**config.mk**
```make
export PLATFORM = sky130hd
export DESIGN_NAME = multicycle_controller_flat
export DESIGN_NICKNAME = d
export VERILOG_FILES = /design/src/rtl/multicycle_controller_if.sv /design/src/rtl/multicycle_controller.sv /design/src/flat_wrapper.sv
export SDC_FILE = /design/constraint.sdc
export NUM_CORES = 1
export LEC_CHECK = 0
export BUFFER_PORTS_ARGS = -buffer_cell sky130_fd_sc_hd__buf_2
export CAP_MARGIN = 10
export CELL_PAD_IN_SITES_DETAIL_PLACEMENT = 0
export CELL_PAD_IN_SITES_GLOBAL_PLACEMENT = 2
export CORE_MARGIN = 1
export CORE_UTILIZATION = 30
export DETAILED_ROUTE_END_ITERATION = 10
export PLACE_DENSITY = 0.83
export SYNTH_ARGS = -nofsm -noshare
export SYNTH_HDL_FRONTEND = slang
export SYNTH_SLANG_ARGS = --single-unit
export TNS_END_PERCENT = 100
```
**constraint.sdc**
```tcl
create_clock -name clk -period 3.8 [get_ports clk]
set_input_delay 0.38 -clock clk [delete_from_list [all_inputs] [get_ports clk]]
set_output_delay 0.38 -clock clk [all_outputs]
set_load 0.1 [all_outputs]
```
**src/rtl/multicycle_controller_if.sv**
```systemverilog
// Control bundle between the multi-cycle MIPS sequencer and its datapath/memory.
// Latency: none (plain wires). Backpressure: memory stalls the sequencer via mem_ready.
// master = sequencer (drives controls, sees IR fields/comparator/mem_ready);
// slave  = datapath side (drives IR fields, equal, mem_ready; consumes controls).
interface multicycle_controller_if;
   logic [5:0] opcode;         // IR[31:26]
   logic [5:0] func;           // IR[5:0]
   logic       equal;          // A == B from the datapath comparator
   logic       mem_ready;      // memory finished current access this cycle
   logic       iord;           // memory address: 0=PC, 1=ALUOut
   logic       mem_read;
   logic       mem_write;
   logic       ir_write;
   logic       pc_write;
   logic [1:0] pc_source;      // 00=ALU, 01=ALUOut, 10=jump target
   logic       alu_src_a;      // 0=PC, 1=A
   logic [1:0] alu_src_b;      // 00=B, 01=4, 10=sext(imm), 11=sext(imm)<<2
   logic [2:0] alu_operation;  // 000 AND, 001 OR, 010 ADD, 110 SUB, 111 SLT
   logic       reg_dst;        // 0=rt, 1=rd
   logic       mem_to_reg;     // 0=ALUOut, 1=MDR
   logic       reg_write;
   logic       instr_done;     // final cycle of a retired instruction
   logic       illegal;        // unsupported opcode/func seen in DECODE
   logic       mem_error;      // memory access timed out, instruction dropped

   modport master (
      input  opcode, func, equal, mem_ready,
      output iord, mem_read, mem_write, ir_write, pc_write, pc_source,
             alu_src_a, alu_src_b, alu_operation, reg_dst, mem_to_reg,
             reg_write, instr_done, illegal, mem_error
   );

   modport slave (
      output opcode, func, equal, mem_ready,
      input  iord, mem_read, mem_write, ir_write, pc_write, pc_source,
             alu_src_a, alu_src_b, alu_operation, reg_dst, mem_to_reg,
             reg_write, instr_done, illegal, mem_error
   );
endinterface

```
**src/rtl/multicycle_controller.sv**
```systemverilog
// Sequencing FSM for the multi-cycle MIPS datapath (R-type, lw, sw, beq, bne, j, addi, andi).
// Latency: 3 (branch/jump), 4 (ALU ops, sw), 5 (lw) cycles plus memory wait cycles.
// Backpressure: FETCH/MEM_RD/MEM_WR hold until mem_ready; MEM_TIMEOUT cycles without it abandons the instruction.
// Ports: clk, rst (async active-high); bus (master modport) carries IR fields, equal,
// mem_ready in and all datapath mux/enable controls plus status pulses out.
// Controls are combinational from state (and mem_ready/equal/opcode), forced to 0 while rst is high.
module multicycle_controller #(
   parameter int MEM_TIMEOUT = 15   // max wait cycles per memory access; 0 = wait forever
) (
   input  logic                   clk,
   input  logic                   rst,
   multicycle_controller_if.master bus
);

   localparam logic [5:0] OP_RTYPE = 6'b000000;
   localparam logic [5:0] OP_J     = 6'b000010;
   localparam logic [5:0] OP_BEQ   = 6'b000100;
   localparam logic [5:0] OP_BNE   = 6'b000101;
   localparam logic [5:0] OP_ADDI  = 6'b001000;
   localparam logic [5:0] OP_ANDI  = 6'b001100;
   localparam logic [5:0] OP_LW    = 6'b100011;
   localparam logic [5:0] OP_SW    = 6'b101011;

   localparam logic [2:0] ALU_AND = 3'b000;
   localparam logic [2:0] ALU_OR  = 3'b001;
   localparam logic [2:0] ALU_ADD = 3'b010;
   localparam logic [2:0] ALU_SUB = 3'b110;
   localparam logic [2:0] ALU_SLT = 3'b111;

   // The 8-bit counter saturates at 255, so a limit beyond 256 behaves as "wait forever".
   localparam bit         TO_EN   = (MEM_TIMEOUT > 0) && (MEM_TIMEOUT <= 256);
   localparam logic [7:0] TO_LAST = 8'(MEM_TIMEOUT - 1);

   typedef enum logic [3:0] {
      S_FETCH, S_DECODE, S_EXEC_R, S_EXEC_I, S_WB_ALU, S_MEM_ADDR,
      S_MEM_RD, S_WB_MEM, S_MEM_WR, S_BRANCH, S_JUMP
   } state_t;

   typedef struct packed {
      logic       iord;
      logic       mem_read;
      logic       mem_write;
      logic       ir_write;
      logic       pc_write;
      logic [1:0] pc_source;
      logic       alu_src_a;
      logic [1:0] alu_src_b;
      logic [2:0] alu_operation;
      logic       reg_dst;
      logic       mem_to_reg;
      logic       reg_write;
      logic       instr_done;
      logic       illegal;
      logic       mem_error;
   } ctl_t;

   state_t     state, state_nxt;
   logic [7:0] wait_cnt;
   logic       wait_state;
   logic       timeout;
   logic       r_ok;
   logic [2:0] r_op;
   ctl_t       ctl, ctl_out;

   // R-type function decode
   always_comb begin
      r_ok = 1'b1;
      r_op = ALU_ADD;
      case (bus.func)
         6'b100000: r_op = ALU_ADD;
         6'b100010: r_op = ALU_SUB;
         6'b100100: r_op = ALU_AND;
         6'b100101: r_op = ALU_OR;
         6'b101010: r_op = ALU_SLT;
         default:   r_ok = 1'b0;
      endcase
   end

   assign wait_state = (state == S_FETCH) || (state == S_MEM_RD) || (state == S_MEM_WR);
   // A late mem_ready on the last allowed cycle wins over the timeout.
   assign timeout    = TO_EN && wait_state && !bus.mem_ready && (wait_cnt == TO_LAST);

   always_comb begin
      ctl       = '0;
      state_nxt = state;
      case (state)
         S_FETCH: begin
            ctl.mem_read      = 1'b1;
            ctl.alu_src_b     = 2'b01;
            ctl.alu_operation = ALU_ADD;
            ctl.ir_write      = bus.mem_ready;
            ctl.pc_write      = bus.mem_ready;
            if (bus.mem_ready) state_nxt = S_DECODE;
         end
         S_DECODE: begin
            // Branch target precomputed into ALUOut while the opcode is decoded.
            ctl.alu_src_b     = 2'b11;
            ctl.alu_operation = ALU_ADD;
            case (bus.opcode)
               OP_RTYPE: begin
                  if (r_ok) state_nxt = S_EXEC_R;
                  else begin
                     ctl.illegal = 1'b1;
                     state_nxt   = S_FETCH;
                  end
               end
               OP_LW, OP_SW:     state_nxt = S_MEM_ADDR;
               OP_ADDI, OP_ANDI: state_nxt = S_EXEC_I;
               OP_BEQ, OP_BNE:   state_nxt = S_BRANCH;
               OP_J:             state_nxt = S_JUMP;
               default: begin
                  // PC already points past the bad word, so it is simply skipped.
                  ctl.illegal = 1'b1;
                  state_nxt   = S_FETCH;
               end
            endcase
         end
         S_EXEC_R: begin
            ctl.alu_src_a     = 1'b1;
            ctl.alu_src_b     = 2'b00;
            ctl.alu_operation = r_op;
            state_nxt         = S_WB_ALU;
         end
         S_EXEC_I: begin
            ctl.alu_src_a     = 1'b1;
            ctl.alu_src_b     = 2'b10;
            ctl.alu_operation = (bus.opcode == OP_ANDI) ? ALU_AND : ALU_ADD;
            state_nxt         = S_WB_ALU;
         end
         S_WB_ALU: begin
            ctl.reg_write  = 1'b1;
            ctl.reg_dst    = (bus.opcode == OP_RTYPE);
            ctl.instr_done = 1'b1;
            state_nxt      = S_FETCH;
         end
         S_MEM_ADDR: begin
            ctl.alu_src_a     = 1'b1;
            ctl.alu_src_b     = 2'b10;
            ctl.alu_operation = ALU_ADD;
            state_nxt         = (bus.opcode == OP_LW) ? S_MEM_RD : S_MEM_WR;
         end
         S_MEM_RD: begin
            ctl.iord     = 1'b1;
            ctl.mem_read = 1'b1;
            if (bus.mem_ready) state_nxt = S_WB_MEM;
         end
         S_WB_MEM: begin
            ctl.reg_write  = 1'b1;
            ctl.mem_to_reg = 1'b1;
            ctl.instr_done = 1'b1;
            state_nxt      = S_FETCH;
         end
         S_MEM_WR: begin
            ctl.iord       = 1'b1;
            ctl.mem_write  = 1'b1;
            ctl.instr_done = bus.mem_ready;
            if (bus.mem_ready) state_nxt = S_FETCH;
         end
         S_BRANCH: begin
            ctl.alu_src_a     = 1'b1;
            ctl.alu_src_b     = 2'b00;
            ctl.alu_operation = ALU_SUB;
            ctl.pc_source     = 2'b01;
            ctl.pc_write      = (bus.opcode == OP_BEQ) ? bus.equal : !bus.equal;
            ctl.instr_done    = 1'b1;
            state_nxt         = S_FETCH;
         end
         S_JUMP: begin
            ctl.pc_source  = 2'b10;
            ctl.pc_write   = 1'b1;
            ctl.instr_done = 1'b1;
            state_nxt      = S_FETCH;
         end
         default: state_nxt = S_FETCH;
      endcase
      // Strobes stay up in the timeout cycle; writes are already 0 because mem_ready is low.
      if (timeout) begin
         ctl.mem_error = 1'b1;
         state_nxt     = S_FETCH;
      end
   end

   always_ff @(posedge clk or posedge rst) begin
      if (rst) begin
         state    <= S_FETCH;
         wait_cnt <= '0;
      end else begin
         state <= state_nxt;
         // Count only while stalled in the same wait state; any exit, re-entry or ready clears it.
         if (wait_state && !bus.mem_ready && !timeout && (state_nxt == state))
            wait_cnt <= (wait_cnt == 8'hFF) ? wait_cnt : wait_cnt + 8'd1;
         else
            wait_cnt <= '0;
      end
   end

   // Reset gates every control asynchronously so no write can leak through.
   assign ctl_out = rst ? '0 : ctl;

   assign bus.iord          = ctl_out.iord;
   assign bus.mem_read      = ctl_out.mem_read;
   assign bus.mem_write     = ctl_out.mem_write;
   assign bus.ir_write      = ctl_out.ir_write;
   assign bus.pc_write      = ctl_out.pc_write;
   assign bus.pc_source     = ctl_out.pc_source;
   assign bus.alu_src_a     = ctl_out.alu_src_a;
   assign bus.alu_src_b     = ctl_out.alu_src_b;
   assign bus.alu_operation = ctl_out.alu_operation;
   assign bus.reg_dst       = ctl_out.reg_dst;
   assign bus.mem_to_reg    = ctl_out.mem_to_reg;
   assign bus.reg_write     = ctl_out.reg_write;
   assign bus.instr_done    = ctl_out.instr_done;
   assign bus.illegal       = ctl_out.illegal;
   assign bus.mem_error     = ctl_out.mem_error;

endmodule

```
**src/flat_wrapper.sv**
```systemverilog
// flat-port wrapper written by rule: the top's interface ports become plain ports
module multicycle_controller_flat 
#(
   parameter int MEM_TIMEOUT = 15                                                         
)
  (clk, rst, bus_opcode, bus_func, bus_equal, bus_mem_ready, bus_iord, bus_mem_read, bus_mem_write, bus_ir_write, bus_pc_write, bus_pc_source, bus_alu_src_a, bus_alu_src_b, bus_alu_operation, bus_reg_dst, bus_mem_to_reg, bus_reg_write, bus_instr_done, bus_illegal, bus_mem_error);
  multicycle_controller_if bus_i ();
  input  logic clk;
  input  logic rst;
  input wire logic [$bits(bus_i.opcode)-1:0] bus_opcode;
  input wire logic [$bits(bus_i.func)-1:0] bus_func;
  input wire logic [$bits(bus_i.equal)-1:0] bus_equal;
  input wire logic [$bits(bus_i.mem_ready)-1:0] bus_mem_ready;
  output wire logic [$bits(bus_i.iord)-1:0] bus_iord;
  output wire logic [$bits(bus_i.mem_read)-1:0] bus_mem_read;
  output wire logic [$bits(bus_i.mem_write)-1:0] bus_mem_write;
  output wire logic [$bits(bus_i.ir_write)-1:0] bus_ir_write;
  output wire logic [$bits(bus_i.pc_write)-1:0] bus_pc_write;
  output wire logic [$bits(bus_i.pc_source)-1:0] bus_pc_source;
  output wire logic [$bits(bus_i.alu_src_a)-1:0] bus_alu_src_a;
  output wire logic [$bits(bus_i.alu_src_b)-1:0] bus_alu_src_b;
  output wire logic [$bits(bus_i.alu_operation)-1:0] bus_alu_operation;
  output wire logic [$bits(bus_i.reg_dst)-1:0] bus_reg_dst;
  output wire logic [$bits(bus_i.mem_to_reg)-1:0] bus_mem_to_reg;
  output wire logic [$bits(bus_i.reg_write)-1:0] bus_reg_write;
  output wire logic [$bits(bus_i.instr_done)-1:0] bus_instr_done;
  output wire logic [$bits(bus_i.illegal)-1:0] bus_illegal;
  output wire logic [$bits(bus_i.mem_error)-1:0] bus_mem_error;
  assign bus_i.opcode = bus_opcode;
  assign bus_i.func = bus_func;
  assign bus_i.equal = bus_equal;
  assign bus_i.mem_ready = bus_mem_ready;
  assign bus_iord = bus_i.iord;
  assign bus_mem_read = bus_i.mem_read;
  assign bus_mem_write = bus_i.mem_write;
  assign bus_ir_write = bus_i.ir_write;
  assign bus_pc_write = bus_i.pc_write;
  assign bus_pc_source = bus_i.pc_source;
  assign bus_alu_src_a = bus_i.alu_src_a;
  assign bus_alu_src_b = bus_i.alu_src_b;
  assign bus_alu_operation = bus_i.alu_operation;
  assign bus_reg_dst = bus_i.reg_dst;
  assign bus_mem_to_reg = bus_i.mem_to_reg;
  assign bus_reg_write = bus_i.reg_write;
  assign bus_instr_done = bus_i.instr_done;
  assign bus_illegal = bus_i.illegal;
  assign bus_mem_error = bus_i.mem_error;
  multicycle_controller #(.MEM_TIMEOUT(MEM_TIMEOUT)) u_core (.clk(clk), .rst(rst), .bus(bus_i));
endmodule
```
# [Yosys cells after proc, flatten, opt, wreduce, memory -nomap -nowiden]
# Index checks and enable logic that the tools add are counted.
[totals] register_bits=12 inputBits=16 output_inout_bits=19 wordCells=82
[op_classes] n_addsub=1 n_reduce_logical=22 n_mux=31 n_eq_ne=26
[ops] op="== test 6 bit (second input constant)" n=7
[ops] op="one-hot mux 5 bit (6 select lines)" n=1
[ops] op="one-hot mux 4 bit (6 select lines)" n=1
[ops] op="2-to-1 mux 4 bit" n=5
[ops] op="one-hot mux 4 bit (5 select lines)" n=1
[ops] op="2-to-1 mux 19 bit" n=1
[ops] op="== test 4 x 3 -> 1 bit (second input constant)" n=4
[ops] op="2-to-1 mux 8 bit" n=2
[ops] op="OR reduction 2 bit" n=7
[ops] op="2-to-1 mux 1 bit" n=13
[ops] op="== test 4 bit (second input constant)" n=3
[ops] op="== test 6 x 3 -> 1 bit (second input constant)" n=2
[ops] op="== test 6 x 4 -> 1 bit (second input constant)" n=2
[ops] op="one-hot mux 3 bit (4 select lines)" n=1
[ops] op="adder 8 x 1 -> 8 bit (second input constant)" n=1
[ops] op="== test 4 x 2 -> 1 bit (second input constant)" n=2
[ops] op="== test 8 x 4 -> 1 bit (second input constant)" n=1
[ops] op="== test 8 bit (second input constant)" n=1
[ops] op="OR reduction 4 bit" n=2
[ops] op="OR reduction 7 bit" n=1
[ops] op="== test 6 x 2 -> 1 bit (second input constant)" n=1
[ops] op="logical NOT 6 bit" n=1
[ops] op="OR reduction 5 bit" n=1
[ops] op="== test 4 x 1 -> 1 bit (second input constant)" n=1
[ops] op="other kinds (10)" n=18

# [Depth between registers and ports, before layout]
[logic_depth] word_depth=10 mapped_depth=7 depth_no_buf=6

# [Least setup slack after synthesis]
# OpenSTA, ideal clock, no wires.
[synth_timing] path_type="flip-flop to output port" start="reg u_core.state[1]" end="out bus_illegal" arrival_time_ps=5908 path_stages_with_launch=5 path_buffers=1 t_required_ps=3420 slack_ps=-2488 cell_sequence="dfrtp_1 buf_2 nor4_1 nand2_1 nor3_1"
[synth_via] elab_chain_len=3
[synth_lines] item="from (decl)" line="multicycle_controller.sv:57" text="state_t state, state_nxt;"
[synth_lines] item="from (signal assigned)" line="multicycle_controller.sv:188" text="state <= state_nxt;"
[synth_lines] item="== test 4 x 1 -> 1 bit" line="multicycle_controller.sv:86" text="case (state)"
[synth_lines] item="2-to-1 mux 1 bit" line="multicycle_controller.sv:86"
[synth_lines] item="2-to-1 mux 19 bit" line="multicycle_controller.sv:198" text="assign ctl_out = rst ? '0 : ctl;"
[synth_lines] item="to (decl)" line="flat_wrapper.sv:27" text="output wire logic [$bits(bus_i.illegal)-1:0] bus_illegal;"
# Every way passes these cells.

# [Final worst setup path]
[layout_timing] start="reg u_core.state[1]" end="out bus_alu_operation[2]"
[layout_via] elab_chain_len=3 word_cells_on_any_way=8 classes_between="5 x eq/ne; 2 x mux; 1 x reduce/logical"
[layout_lines] item="== test 4 bit (tied with other cells)" line="multicycle_controller.sv:86"
[layout_lines] item="one-hot mux 5 bit (6 select lines) *" line="multicycle_controller.sv:86"
[layout_lines] item="2-to-1 mux 19 bit *" line="multicycle_controller.sv:198"
[layout_lines] item="to (decl)" line="flat_wrapper.sv:22" text="output wire logic [$bits(bus_i.alu_operation)-1:0] bus_alu_operation;"
# Every way passes the cells marked *; elsewhere a longest branch is shown, timed or not.

==> results.py <==
metrics = {
    "status": {
        "status": "finished clean",
    },
    "critical_path": {
        "cp-end-kind": "output port",
        "critPathMaxFanout": 24,
        "required_ns": 3.42,
        "cp-start-kind": "flip-flop",
        "crit_arrival_ns": 2.34,
        "path_class": "reg -> out",
    },
    "sta": {
        "period_share": 0.715,
        "final.setup_skew_ns": 0.000487,
        "layout_setup_ws_ns": 1.08,
        "max-slew-margin-rel": 0.463,
        "fmax_mhz": 368,
        "final.setup.tns_ns": 0,
        "grt_setup_unrepaired": "false",
        "slew_violations": 0,
        "setup_viol": 0,
        "period_needed_ns": 2.72,
        "max_slew.worst_pin.slew_ns": 0.805,
        "hold_viol_final": 0,
    },
    "finish": {
        "seq_area_um2": 300,
        "area_growth_syn_to_layout_pct": 20.8,
        "final_cell_mix": "34 x buf_2, 27 x nor2_1, 15 x nand2_1",
        "fin_util": 0.392,
        "multi_input_area_um2": 876,
        "final_common_cell": "buf_2",
        "antenna_cells": 0,
        "nets": 215,
        "fillers": 395,
        "final_cell_count_no_fill": 244,
        "drive_gt1_frac": 0.235,
    },
    "yosys": {
        "netlist_area_mm2": 0.00122,
        "netlist-cell-type-count": 42,
        "yosysSeqAreaShare": 0.246,
        "synth_edf_count": 0,
        "synth-seq-cells": 12,
        "netlist_instances": 170,
        "syn_avg_cell_area_um2": 7.19,
        "async_reset_ff_frac": 1.00,
        "synth_fp_nets": 188,
        "synth_flop_cell": "dfrtp_1",
        "ys_warn_count": 0,
    },
    "clock_tree": {
        "cts_max_path_buffers": 2,
        "clk_pin_slew_ns": 0.05,
        "htree_levels": 1,
        "root_buffer": "clkbuf_8",
        "postCtsSetupRepairBufs": 0,
        "cts_buffers": 3,
        "cts_tree": "yes",
        "cts.sink_count": 12,
        "clk_latency_ns": 0.24,
        "hold_buffers": 0,
        "post_cts_resized": 0,
    },
    "power_and_ir_drop": {
        "power_density_mw_per_mm2": 297,
        "power_frac_seq": 0.342,
        "p_switching_uw": 178,
        "pwr-share-clk": 0.311,
        "p_total_uw": 438,
        "intPower_uw": 260,
        "combPwrFrac": 0.347,
        "p_leak_nw": 0.661,
        "swShare": 0.406,
        "vdd_drop_max_mv": 0.271,
    },
    "global_route": {
        "grt_usage": 0.177,
        "grt_pass1_wl_mm": 5.97,
        "grt_pass1_vias": 1316,
        "globalRoute.totalOverflow": 0,
        "grt_max_degree": 25,
        "antenna_found_initial": 0,
    },
    "die": {
        "die_w_um": 65.8,
        "core_area_mm2": 0.00377,
        "rows": 22,
        "io_pins": 35,
        "start_util": 0.324,
        "die_area_mm2": 0.00433,
        "die_y_um": 65.8,
    },
    "placement": {
        "port_buffers": 34,
        "place_ws_ns": 1.37,
        "place_congestion": 0.797,
        "placed_cells": 240,
        "place_hpwl_mm": 2.66,
    },
    "detailed_routing": {
        "drtPass1Iterations": 4,
        "ant_nets": 0,
        "drc_errors": 0,
        "num_vias": 1307,
        "post_drt_wl_per_cell_um": 14.1,
        "drt_iter0_markers": 88,
        "drt-total-wl_mm": 3.45,
        "via_per_inst": 5.36,
    },
    "worst_hold_path": {
        "hp-class": "in -> async",
    },
    "job": {
        "drv_cap": 0,
    },
}
==> critical path, cell delays in order (launching register included) <==
cell and delay (ns):
dfrtp_1 0.86, nand2_1 0.26, nor3_1 0.26, nand2_1 0.08
a21boi_0 0.17, buf_2 0.45
==> stage by stage <==
step,area (um^2),hold WS (ns)
floorplan,1250,0.494
global placement,1420,0.516
detailed placement,1420,0.534
CTS,1480,0.275
global route,1480,0.309
finish,1480,0.258
==> kinds of logic after synthesis <==
family                   after synthesis  synth area share
XOR/XNOR                               7            0.0502
AO/OA/AOI/OAI                         38             0.217
adder cells (fa/ha/maj)                2            0.0205
flip-flops                            12             0.246
multiplexers                           2            0.0164
AND/OR/NAND/NOR                       93             0.391
buffers and inverters                 16            0.0594
==> power groups by stage <==
stage | clock (mW) | combinational [mW] | sequential (mW)
2_1_floorplan | 0 | 0.131 | 0.139
3_3_place_gp | 0 | 0.151 | 0.151
3_5_place_dp | 0 | 0.152 | 0.151
4_1_cts | 0.142 | 0.153 | 0.149
5_1_grt | 0.148 | 0.164 | 0.151
6_report | 0.136 | 0.152 | 0.150
==> flip-flops by register name, summed over array words and instances (netlist names) <==
name / count
u_core.wait_cnt: 8
u_core.state: 4
==> area by class of cell <==
class	instances	share of cell area
inverter	4	0.0102
sequential	12	0.203
multi-input combinational	142	0.593
tap	48	0.0407
timing repair buffer	34	0.115
clock buffer	4	0.0373
==> cell usage after synthesis, drive strengths merged (2+ instances only) <==
master   number  area (um^2)
nor3b         2         15.0
xnor2         3         26.3
clkbuf        6         23.8
mux2i         2         20.0
a2111oi       2         36.3
nand4         2         12.5
nor2         27          101
nor2b         4         25.0
nand2        16         62.6
a31oi         4         25.0
nand3         7         35.0
xor2          4         35.0
a21oi        12         63.8
a211oi        2         15.0
nor4          6         52.6
and2          2         12.5
o211a         2         20.0
and3          6         37.5
nor3         13         65.1
inv           4         15.0
ha            2         25.0
dfrtp        12          300
buf           6         33.8
nand2b        5         31.3
o21ai         9         45.0
==> metal layers <==
layer / share of wire / GRT usage / vias up
li1: - / - / 664
met1: 0.44 / 0.206 / 614
met2: 0.52 / 0.330 / 24
met3: 0.034 / 0.0259 / 5
met4: 0.010 / 0.0489 / 0
met5: 0 / 0 / -
==> final timing paths <==
| path | from | to | slack, ns | cells after the start |
|---|---|---|---|---|
| max | u_core.state[1] | bus_alu_operation[2] | 1.08 | 5 |
| min | rst | u_core.wait_cnt[6] | 0.26 | 2 |
| max reg2reg | u_core.state[1] | u_core.state[2] | 1.79 | 4 |
| min reg2reg | u_core.wait_cnt[3] | u_core.wait_cnt[3] | 0.58 | 2 |
| max in group asynchronous | rst | u_core.wait_cnt[7] | 3.23 | 2 |
| min in group clk | bus_mem_ready | u_core.state[0] | 0.52 | 3 |
Power figures use the tool's default switching activity.
